==> src/rtl/fifo_stream_reader.sv <==
// -----------------------------------------------------------------------------
// fifo_stream_reader
//
// Read-side consumer stage for the dual-clock FIFO. Runs entirely in the FIFO
// read clock domain. It turns the FIFO pull interface (ReadEn/Empty, data
// registered one cycle after an accepted read) into a valid/ready stream. A
// 2-entry skid buffer is prefetched so the stream sustains one word per cycle.
// Every FRAME_LEN words the final word of the frame is flagged with Last_out.
//
// Handshake: a word transfers on a cycle where Valid_out & Ready_in. Once
// Valid_out is high, it stays high and Data_out stays stable until that
// transfer happens. Ready_in may depend on nothing from this block.
//
// Ports:
//   Clk              read-domain clock (same net as FIFO RClk)
//   Clear_in         synchronous active-high reset (same net as FIFO Clear_in)
//   Fifo_data_in     FIFO Data_out, valid the cycle after an accepted read
//   Fifo_empty_in    FIFO Empty_out
//   Fifo_rd_en_out   FIFO ReadEn_in; a read is accepted whenever this is 1
//   Data_out         stream data (skid buffer head)
//   Valid_out        stream valid
//   Ready_in         downstream ready
//   Last_out         Data_out is the final word of a frame
//   Word_idx_out     index of Data_out within its frame, 0..FRAME_LEN-1
//
// Optional feature (macro FIFO_STREAM_READER_STATS_EN):
//   Underrun_cnt_out 16-bit saturating count of cycles Ready_in & ~Valid_out
//   Stall_cnt_out    16-bit saturating count of cycles Valid_out & ~Ready_in
// -----------------------------------------------------------------------------
module fifo_stream_reader #(
    parameter int DATA_WIDTH = 8,
    parameter int FRAME_LEN  = 16,
    parameter int CNT_WIDTH  = 16
) (
    input  logic                  Clk,
    input  logic                  Clear_in,
    input  logic [DATA_WIDTH-1:0] Fifo_data_in,
    input  logic                  Fifo_empty_in,
    output logic                  Fifo_rd_en_out,
    output logic [DATA_WIDTH-1:0] Data_out,
    output logic                  Valid_out,
    input  logic                  Ready_in,
    output logic                  Last_out,
`ifdef FIFO_STREAM_READER_STATS_EN
    output logic [15:0]           Underrun_cnt_out,
    output logic [15:0]           Stall_cnt_out,
`endif
    output logic [CNT_WIDTH-1:0]  Word_idx_out
);

    localparam logic [CNT_WIDTH-1:0] LAST_IDX = CNT_WIDTH'(FRAME_LEN - 1);

    // Skid buffer: entry 0 is the head, entry 1 the second word.
    logic [DATA_WIDTH-1:0] skid_q [2];
    logic [DATA_WIDTH-1:0] skid_d [2];
    logic [1:0]            occ_q, occ_d;     // words held, 0..2
    logic                  pend_q;           // read data arrives this cycle
    logic [CNT_WIDTH-1:0]  cnt_q, cnt_d;     // position in current frame

    logic       valid;
    logic       pop;
    logic       push;
    logic       rd_en;
    logic [1:0] tail;

    assign valid = ~Clear_in & (occ_q != 2'd0);
    assign pop   = valid & Ready_in;
    assign push  = pend_q;

    // Issue a read only if the word it returns is guaranteed a slot:
    // occ + pend - pop < 2, rearranged to avoid an unsigned underflow.
    assign rd_en = ~Clear_in & ~Fifo_empty_in &
                   (({1'b0, occ_q} + {2'b00, pend_q}) < (3'd2 + {2'b00, pop}));

    // Slot the incoming word lands in after this cycle's pop has shifted.
    assign tail = occ_q - {1'b0, pop};

    always_comb begin
        skid_d[0] = skid_q[0];
        skid_d[1] = skid_q[1];
        occ_d     = occ_q + {1'b0, push} - {1'b0, pop};
        cnt_d     = cnt_q;
        if (pop) begin
            skid_d[0] = skid_q[1];
            cnt_d     = (cnt_q == LAST_IDX) ? '0 : cnt_q + 1'b1;
        end
        if (push) begin
            if (tail == 2'd0) skid_d[0] = Fifo_data_in;
            else              skid_d[1] = Fifo_data_in;
        end
    end

    always_ff @(posedge Clk) begin
        if (Clear_in) begin
            skid_q[0] <= '0;
            skid_q[1] <= '0;
            occ_q     <= 2'd0;
            pend_q    <= 1'b0;   // an in-flight word is simply never captured
            cnt_q     <= '0;
        end else begin
            skid_q[0] <= skid_d[0];
            skid_q[1] <= skid_d[1];
            occ_q     <= occ_d;
            pend_q    <= rd_en;
            cnt_q     <= cnt_d;
        end
    end

    assign Fifo_rd_en_out = rd_en;
    assign Valid_out      = valid;
    assign Data_out       = Clear_in ? '0 : skid_q[0];
    assign Word_idx_out   = Clear_in ? '0 : cnt_q;
    assign Last_out       = valid & (cnt_q == LAST_IDX);

`ifdef FIFO_STREAM_READER_STATS_EN
    logic [15:0] underrun_q;
    logic [15:0] stall_q;

    always_ff @(posedge Clk) begin
        if (Clear_in) begin
            underrun_q <= 16'd0;
            stall_q    <= 16'd0;
        end else begin
            if (Ready_in & ~valid & (underrun_q != 16'hFFFF))
                underrun_q <= underrun_q + 16'd1;
            if (valid & ~Ready_in & (stall_q != 16'hFFFF))
                stall_q <= stall_q + 16'd1;
        end
    end

    assign Underrun_cnt_out = underrun_q;
    assign Stall_cnt_out    = stall_q;
`endif

endmodule

==> config.mk <==
export PLATFORM = sky130hd
export DESIGN_NAME = fifo_stream_reader
export DESIGN_NICKNAME = d
export VERILOG_FILES = /design/src/rtl/fifo_stream_reader.sv
export SDC_FILE = /design/constraint.sdc
export NUM_CORES = 1
export LEC_CHECK = 0
export CAP_MARGIN = 20
export CORE_ASPECT_RATIO = 1.5
export CORE_UTILIZATION = 55
export DETAILED_ROUTE_END_ITERATION = 8
export DONT_BUFFER_PORTS = 1
export GPL_TIMING_DRIVEN = 0
export PLACE_DENSITY_LB_ADDON = 0.3
export SLEW_MARGIN = 20
export SYNTH_ARGS = -nofsm -noshare
export SYNTH_HDL_FRONTEND = slang
export SYNTH_SLANG_ARGS = --single-unit
==> constraint.sdc <==
create_clock -name Clk -period 1.8 [get_ports Clk]
set_input_delay 0.45 -clock Clk [delete_from_list [all_inputs] [get_ports Clk]]
set_output_delay 0.45 -clock Clk [all_outputs]
set_load 0.05 [all_outputs]
**Yosys cells after proc, flatten, opt, wreduce, memory -nomap -nowiden**

Memories as Yosys holds them, arrays and structs flattened.
Index checks and enable logic that the tools add are counted.

- Bits in registers: 19
- Bits in writable memories: 16
- Input port bits: 12
- Output and inout port bits: 27
- Word-level logic and storage cells: 35
- Memories: 1

- Add/sub/neg operators: 6
- $lt $le $gt $ge: 1
- Equality and inequality tests: 1
- Muxes and demuxes: 12
- Bitwise gates (word level): 9
- Reduce and logical (&&, ||, !) cells: 2

Memory list:

| name | depth | width | rd ports | clocked after Yosys merged registers in | wr ports | line | RTL |
|---|---|---|---|---|---|---|---|
| skid_q | 2 | 8 | 2 | 0 | 2 | 54 | `logic [DATA_WIDTH-1:0] skid_q [2];` |

Operators with widths:

| cell | count |
|---|---|
| $mux W16 | 3 |
| $mux W8 | 6 |
| $add A16 B1 Y16 const B | 1 |
| $eq A16 B4 Y1 const B | 1 |
| $and A1 B1 Y1 | 5 |
| $sub A2 B1 Y2 | 2 |
| $add A2 B1 Y3 | 1 |
| $add A2 B1 Y3 const A | 1 |
| $lt A3 B3 Y1 | 1 |
| $mux W1 | 3 |
| $add A2 B1 Y2 | 1 |
| $logic_not A2 Y1 | 1 |
| $not A1 Y1 | 2 |
| $or A1 B1 Y1 | 2 |
| $reduce_bool A2 Y1 | 1 |

**Depth between registers and ports, before layout**

Gate-level depths: netlist of run 1.

- Depth after elaboration: 8
- Mapped depth: 9
- Mapped depth without buffers: 8

**Worst setup path after synthesis of run 1**

No wires, ideal clock.

- Kind: in2out
- Start: in Ready_in
- End: out Fifo_rd_en_out
- Arrival time: 2.552 ns
- Required time: 1.350 ns
- Setup slack: -1.202 ns
- Stages: 4
- Buffers on the path: 0
- Cells stage by stage: nor2b_1 nand2_1 o21ai_0 nor4b_1

- Longest elaborated chain between the ends: 4

Ends and longest elaborated chain:

| element | line | RTL |
|---|---|---|
| start, declared | 42 | `input logic Ready_in,` |
| $and A1 B1 Y1 | 67 | `assign pop = valid & Ready_in;` |
| $add A2 B1 Y3 | 73 | `(({1'b0, occ_q} + {2'b00, pend_q}) < (3'd2 + {2'b00, pop}));` |
| $lt A3 B3 Y1 | 73 |  |
| $and A1 B1 Y1 | 72 | `assign rd_en = ~Clear_in & ~Fifo_empty_in &` |
| end, declared | 39 | `output logic Fifo_rd_en_out,` |

No other way between the ends.

**Final worst setup path of run 1**

- Start: reg occ_q[0]
- End: out Fifo_rd_en_out

- Longest elaborated chain between the ends: 6
- Elaborated cells between the ends (all ways): 7
- Classes of those cells: add/sub (2); order compare (1); bitwise (3); reduce/logical (1)

Ends and longest elaborated chain:

| element | line | RTL |
|---|---|---|
| start, declared | 56 | `logic [1:0] occ_q, occ_d;` |
| start signal, assigned | 97 | `occ_q <= 2'd0;` |
| start signal, assigned | 103 | `occ_q <= occ_d;` |
| $reduce_bool A2 Y1 | 66 | `assign valid = ~Clear_in & (occ_q != 2'd0);` |
| $and A1 B1 Y1 | 66 |  |
| $and A1 B1 Y1 | 67 |  |
| $add A2 B1 Y3 | 73 |  |
| $lt A3 B3 Y1 * | 73 |  |
| $and A1 B1 Y1 * | 72 |  |

Mark *: on every way between the ends. The rest lies on a longest branch, timed or not.

==> metrics.md, run 1 <==
| Metric | Value |
|---|---|
| Area of the die | between 3000 and 4000 µm² |
| Headroom to the max-slew limit | between 50 and 60% |
| Worst hold path type | input port to flop |
| Timing-limited maximum frequency | 463 MHz |
| Power density of the placed cells | 838 nW/µm² |
| Ratio of routed vias to standard cells | about 6.3 |
| Starting density of the core | 59.3% |
| Crit Reg-Reg Endpoint | cnt_q[3]$_SDFFE_PP0P_ |
| CTS sink count | 35 |
| Number of antenna violations at the first check in global routing | 0 |
| Seq/Total Area, Yosys | 39.4% |
| Synth Warn # | 0 |
| RSZ-0062 raised after global routing | yes |
| Worst-path fanout max | 3 |
| Design area | 2380 µm² |
| Routability congestion estimate | between 0.8 and 0.9 |
| Top-Level Pins | 39 |
| Count of vias placed by the detailed router | about 1700 |
| Synthesized flop and latch total | 35 |
| CP startpoint kind | flop |
| Post-route fraction of the period consumed by the critical path | 120% |
| Number of flops mapped to enable cells by yosys | 0 |
| Worst hold path endpoint | pend_q$_SDFF_PP0_ |
| Post-synthesis instance total | between 200 and 250 |
| Ant. Diodes | 0 |
| Placed cell areas | 1880 µm² |
| Worst endpoint required time | around 1400 ps |
| DP Wirelength | 3.02 mm |
| Setup WS post-layout | -361 ps |
| Worst-skew pair later-pin latency | 290 ps |
| R2R Setup Slk | -290 ps |
| Area occupied by multi-input gates | approximately 1300 µm² |
| Worst hold margin | roughly 220 ps |
| Slew @ Worst Pin | between 700 and 800 ps |
| Type of the setup path with the least slack | flop to output pin |
| Number of max-slew violations in the final report | 0 |
| Post-route antenna net violation count | 0 |
| Instance count along the most critical hold path | 1 |
| Skew final | about 7.2 ps |
| Site Rows | 24 |
| Post-place setup slack | -431 ps |
| Final layout net count | between 200 and 300 |
| Number of global-route vias before repair | 1705 |
| Buffer depth of the longest clock path | 2 |
| Commonest non-fill, non-tap cell in the layout | nand2_1 |
| Outcome | finished, violations left |
| Met2 routing resource usage after global routing | about three fifths |
| Clock slew at reported path FFs | about 70 ps |
| TritonRoute pass-1 iters | 5 |
| Failing checks | setup timing |
| Endpoint arrival time on the critical path | 1710 ps |
| Die boundary height | about 70 µm |
| Worst IR drop on VDD | 0.000683 V |
| Pin count of the biggest net entering global routing | 17 |
| Total standard cell area after synthesis | ~1800 µm² |
| Crit path time final | around 2200 ps |
| P&R area growth vs syn | 33.5% |
| Clock root buffer | clkbuf_8 |
| Final setup vio count | 12 |
| Core region area | 3000 µm² |
| Hold Vio Cnt, Final | 0 |
| Number of CTS-inserted buffers | 5 |
| Type of destination of the critical path | output pin |
| Total routing resource utilization after global routing | 30.5% |
| Register-to-Register Path Depth | 6 |
| Final WL | roughly 5.0 mm |
| Met3 usage in global routing | 6.37% |
| Maximum level of the CTS H-tree | 2 |
| DR iter-0 viols | 86 |
| Number of violations of the max-capacitance limit | 0 |
| Seq. cell area | roughly 730 µm² |
| WL per Instance | 18.2 µm |
| Most frequent cells in the layout | nand2_1 (22), dfxtp_1 (20), nor2b_4 (18) |
| TritonCTS clock tree | yes |
| Drt drc | 0 |
| Post-synthesis cell type count | 31 |
| Die Wd | 48.5 µm |
| Busiest layer in global routing | met2 |
| Synth Area per Inst | about 8 µm² |
| Static power due to leakage | 0.766 nW |
| Met1 global-route usage | approximately 31% |
| Crit Reg-Reg Startpoint | cnt_q[5]$_SDFFE_PP0P_ |
| Buffers added on ports | 0 |
| Count of filler cells inserted in the layout | between 150 and 200 |
| Startpoint of the worst hold path | Fifo_empty_in |
| Net Count, Synth | roughly 240 |
| Prevailing post-synth register cell | dfxtp_1 |
| Async S/R FF share, synth | 0% |
| Global-route wire length before repair | between 8 and 9 mm |
| Total congestion overflow | 0 |
| Share of post-route cells with drive strength above 1 | around 37% |
worst max path at each step:
stage                              from          endpoint  slack, ps  cells after the start
floorplan                      Clear_in  Word_idx_out[10]       -240                      3
global placement               Clear_in       Data_out[6]       -410                      3
detailed placement             Clear_in   Word_idx_out[2]       -430                      3
CTS                 occ_q[0]$_SDFF_PP0_    Fifo_rd_en_out       -370                      4
global route                   Ready_in    Fifo_rd_en_out       -430                      4
finish              occ_q[0]$_SDFF_PP0_    Fifo_rd_en_out       -360                      4
sequential cells by signal, summed over array words and instances, names as in the netlist:
name    cells
occ_q       2
cnt_q      16
pend_q      1
skid_q     16
synth_stat cells, drive strengths merged, types with 4 or more instances:
cell     n  area, µm²
nor2b   25        156
nand2   23       86.3
dfxtp   35        701
nor4     5       31.3
or3      5       31.3
buf      4       25.0
nand4    6       37.5
or4      5       37.5
a311oi   8       70.1
nand3   18       90.1
a21oi   17       85.1
o21ai   13       65.1
clkbuf   9       33.8
nor2    20       77.6
o31ai    4       30.0
ha       4       50.1
xnor2    7       61.3
cells by family after synthesis:
logic type | Yosys count | share of synthesized area [%]
flops | 35 | 39.4
buf+inv | 15 | 3.72
simple gates | 115 | 34.3
xor+xnor | 9 | 4.43
compound gates | 45 | 15.4
fa+ha+maj | 4 | 2.81
power by group:
group	leakage [nW]	switching, W	total [W]	internal (W)
combinational	0.422	0.000326	0.000496	0.000170
sequential	0.293	0.0000355	0.000861	0.000825
clock	0.0515	0.000286	0.000635	0.000349
total	0.766	0.000648	0.00199	0.00134
through the flow:
stage / util [%] / power (W) / TNS (ps) / cells
3_3_place_gp: 62.7 / 0.00125 / -12510 / 262
2_1_floorplan: - / 0.00118 / -3800 / 223
4_1_cts: 76.8 / 0.00196 / -1320 / 276
6_report: 79.2 / 0.00199 / -3160 / 277
5_1_grt: 79.2 / 0.00205 / -3990 / 277
3_5_place_dp: 62.7 / 0.00125 / -12810 / 262
per-layer routing:
layer,routed length (µm),vias to the layer above,share of wire (%)
met2,2700,55,54
met1,1950,836,39
li1,-,826,-
met5,0,-,0
met4,139,0,2.8
met3,241,16,4.8
critical path: stages, from the launching register on:
cell and delay [ps]:
dfxtp_4 350, ha_4 160, ha_4 230, o21ai_2 60, nor4b_4 620
layout make-up:
class	instances	area share (%)
multi-input cells	173	56.1
flip-flops and latches	35	30.9
clock buffers	8	4.21
repair buffers	11	3.47
plain buffers	9	2.95
well taps	39	2.05
inverters	2	0.316
timing repair:
| item | 4_1_cts | 5_1_grt |
|---|---|---|
| pin swaps | 8 | 3 |
| hold buffers | 0 | 0 |
| setup buffers | 9 | 2 |
| setup endpoints to repair | 47 | 27 |
| resized for setup | 73 | 23 |
Power figures use the tool's default switching activity.
==> inputs of run 2 (changes only) <==
CORE_MARGIN = 2   (was not set)
SKIP_LAST_GASP = 1   (was not set)
clock period = 1.95 ns   (was 1.8 ns; I/O delays follow)
==> run 2 against run 1 <==
Compared with the run above:
- the run still ends with setup timing left
- core utilization decreased by 5.3 points
- setup slack better by 130 ps
- die area up 7.0%
- cell count is 1.4% higher
- largest power group unchanged
- critical endpoint unchanged
- via count down 1.4%
- total power fell by 9.2%
==> metrics.md, run 2 (synthesis gave the netlist of run 1 again) <==
| Metric | Value |
|---|---|
| Registers with the highest flip-flop counts | cnt_q: 16 flops, skid_q: 16 flops, occ_q: 2 flops (unchanged) |
| Ant. Diodes | 0 (unchanged) |
| Static power due to leakage | 0.777 nW (was 0.766 nW) |
| Headroom to the max-slew limit | 37.1% (was 52.0%) |
| Buffers added on ports | 0 (unchanged) |
| Outcome | finished, violations left (unchanged) |
| Post-route fraction of the period consumed by the critical path | 112% |
| Final sum of negative setup slack | -1370 ps (was -3160 ps) |
| Clock root buffer | clkbuf_8 (unchanged) |
| Count of filler cells inserted in the layout | 241 (was 191) |
| TritonCTS clock tree | yes (unchanged) |
| Final setup vio count | 26 (was 12) |
| Total routing resource utilization after global routing | 25.7% (was 30.5%) |
| Total instance count after detailed placement | 263 (was 262) |
| Post-route antenna net violation count | 0 (unchanged) |
| Global-route wire length before repair | 7.14 mm (was 8.18 mm) |
| Drt drc | 0 (unchanged) |
| Crit path time final | 2180 ps |
| Maximum level of the CTS H-tree | 2 (unchanged) |
| Worst hold path type | input port to flop (unchanged) |
| Top-Level Pins | 39 (unchanged) |
| Number of antenna violations at the first check in global routing | 0 (unchanged) |
| Starting density of the core | 56.9% (was 59.3%) |
| P&R area growth vs syn | 29.8% (was 33.5%) |
| CP startpoint kind | input port (was flop) |
| Number of violations of the max-capacitance limit | 0 (unchanged) |
| CP startpoint | Clear_in (was occ_q[0]$_SDFF_PP0_) |
| Setup WS post-layout | -227 ps (was -361 ps) |
| Crit Reg-Reg Startpoint | occ_q[0]$_SDFF_PP0_ (was cnt_q[5]$_SDFFE_PP0P_) |
| Area occupied by multi-input gates | 1270 µm² (was 1330 µm²) |
| Type of destination of the critical path | output pin (unchanged) |
| Post-place setup slack | -353 ps (was -431 ps) |
| Met1 global-route usage | 25.5% (was 31.0%) |
| Total Power | 0.00181 W (was 0.00199 W) |
| Met3 usage in global routing | 7.72% (was 6.37%) |
| Endpoint arrival time on the critical path | 1690 ps (was 1710 ps) |
| Total congestion overflow | 0 (unchanged) |
| Area of the die | 3720 µm² (was 3470 µm²) |
| DP Wirelength | 2.98 mm (was 3.02 mm) |
| Clock slew at reported path FFs | 70 ps (about the same) |
| Number of CTS-inserted buffers | 5 (unchanged) |
| Power density of the placed cells | 783 nW/µm² (was 838 nW/µm²) |
| Total of hold buffers inserted after clock tree synthesis | 0 (unchanged) |
| DR iter-0 viols | 86 (unchanged) |
| Die boundary height | 73.7 µm (was 71.7 µm) |
| Startpoint of the worst hold path | Fifo_empty_in (unchanged) |
| Number of max-slew violations in the final report | 0 (unchanged) |
| Share of post-route cells with drive strength above 1 | 34.4% (was 37.4%) |
| Core region area | 3130 µm² (was 3000 µm²) |
| Failing checks | setup timing (unchanged) |
| RSZ-0062 raised after global routing | yes (unchanged) |
| Number of global-route vias before repair | 1590 (was 1705) |
| Final WL | 4.73 mm (was 5.03 mm) |
| Met2 routing resource usage after global routing | 47.7% (was 58.5%) |
| Worst IR drop on VDD | 0.000744 V (was 0.000683 V) |
| Type of the setup path with the least slack | input port to output pin (was flop to output pin) |
| Slew @ Worst Pin | 942 ps (was 717 ps) |
| Most frequent cells in the layout | nand2_1 (22), dfxtp_1 (22), nand3_1 (18) (was nand2_1 (22), dfxtp_1 (20), nor2b_4 (18)) |
| Count of vias placed by the detailed router | 1708 (was 1733) |
| Pin count of the biggest net entering global routing | 11 (was 17) |
| Ratio of routed vias to standard cells | 6.08 (was 6.26) |
| CTS sink count | 35 (unchanged) |
| Worst-path fanout max | 10 (was 3) |
| Die Wd | 50.5 µm (was 48.5 µm) |
| TritonRoute pass-1 iters | 4 (was 5) |
| Layout Cells excl Fill | 281 (was 277) |
| Skew final | 9.55 ps (was 7.21 ps) |
| Busiest layer in global routing | met2 (unchanged) |
| Utilization after layout | 73.9% (was 79.2%) |
| Final layout net count | 257 (was 253) |
| Seq. cell area | 732 µm² (was 734 µm²) |
| Worst endpoint required time | 1460 ps (was 1350 ps) |
| WL per Instance | 16.8 µm (was 18.2 µm) |
| Buffer depth of the longest clock path | 2 (unchanged) |
| Timing-limited maximum frequency | 459 MHz |
| Routability congestion estimate | 0.798 (was 0.812) |
| Hold Vio Cnt, Final | 0 (unchanged) |
| Worst-skew pair later-pin latency | 300 ps (was 290 ps) |
| Site Rows | 25 (was 24) |
-- run 2: cell types whose count changed in the layout (fill, tap and decap cells not counted), sizes merged --
cell	change
clkinv	+1
buf	+6
clkbuf	-4
-- run 2: metal layers --
metal / vias up / routed length [µm]
met5: - / 0
li1: 830 / -
met1: 822 / 1830
met2: 49 / 2580
met3: 7 / 237
met4: 0 / 87
-- run 2: through the flow --
step                hold slack [ps]  cell area [µm²]
finish                          252             2310
global route                    257             2310
CTS                             252             2240
detailed placement              465             1870
global placement                458             1870
floorplan                       451             1820
-- run 2: area by class of cell --
type	count	area share (%)
clock inverter	1	0.217
multi-input combinational	173	54.9
inverter	2	0.325
tap	40	2.17
clock buffer	6	3.57
buffer	11	2.76
sequential	35	31.7
timing repair buffer	13	4.39
-- run 2: worst paths after layout --
path                        endpoint  slack (ps)  cells past startpoint
max                   Fifo_rd_en_out        -230                      3
min                pend_q$_SDFF_PP0_         250                      1
max reg2reg   cnt_q[15]$_SDFFE_PP0P_        -130                      8
min reg2reg  skid_q[0][2]$_SDFF_PP0_         470                      2
-- run 2: repair_timing --
action	4_1_cts	5_1_grt
cloned	0	0
endpoints found under the setup margin	46	32
gates resized for setup	65	17
pin swaps	11	9
setup buffers	10	3
-- run 2: critical path, cell delays in order --
cell	delay, ps
clkbuf_1	210
buf_2	280
nor4b_4	700
-- run 2: where the power goes --
group	total (W)	internal, W	leakage [nW]	switching, W
sequential	0.000800	0.000762	0.292	0.0000381
combinational	0.000466	0.000172	0.438	0.000295
clock	0.000542	0.000277	0.0470	0.000265
total	0.00181	0.00121	0.777	0.000598
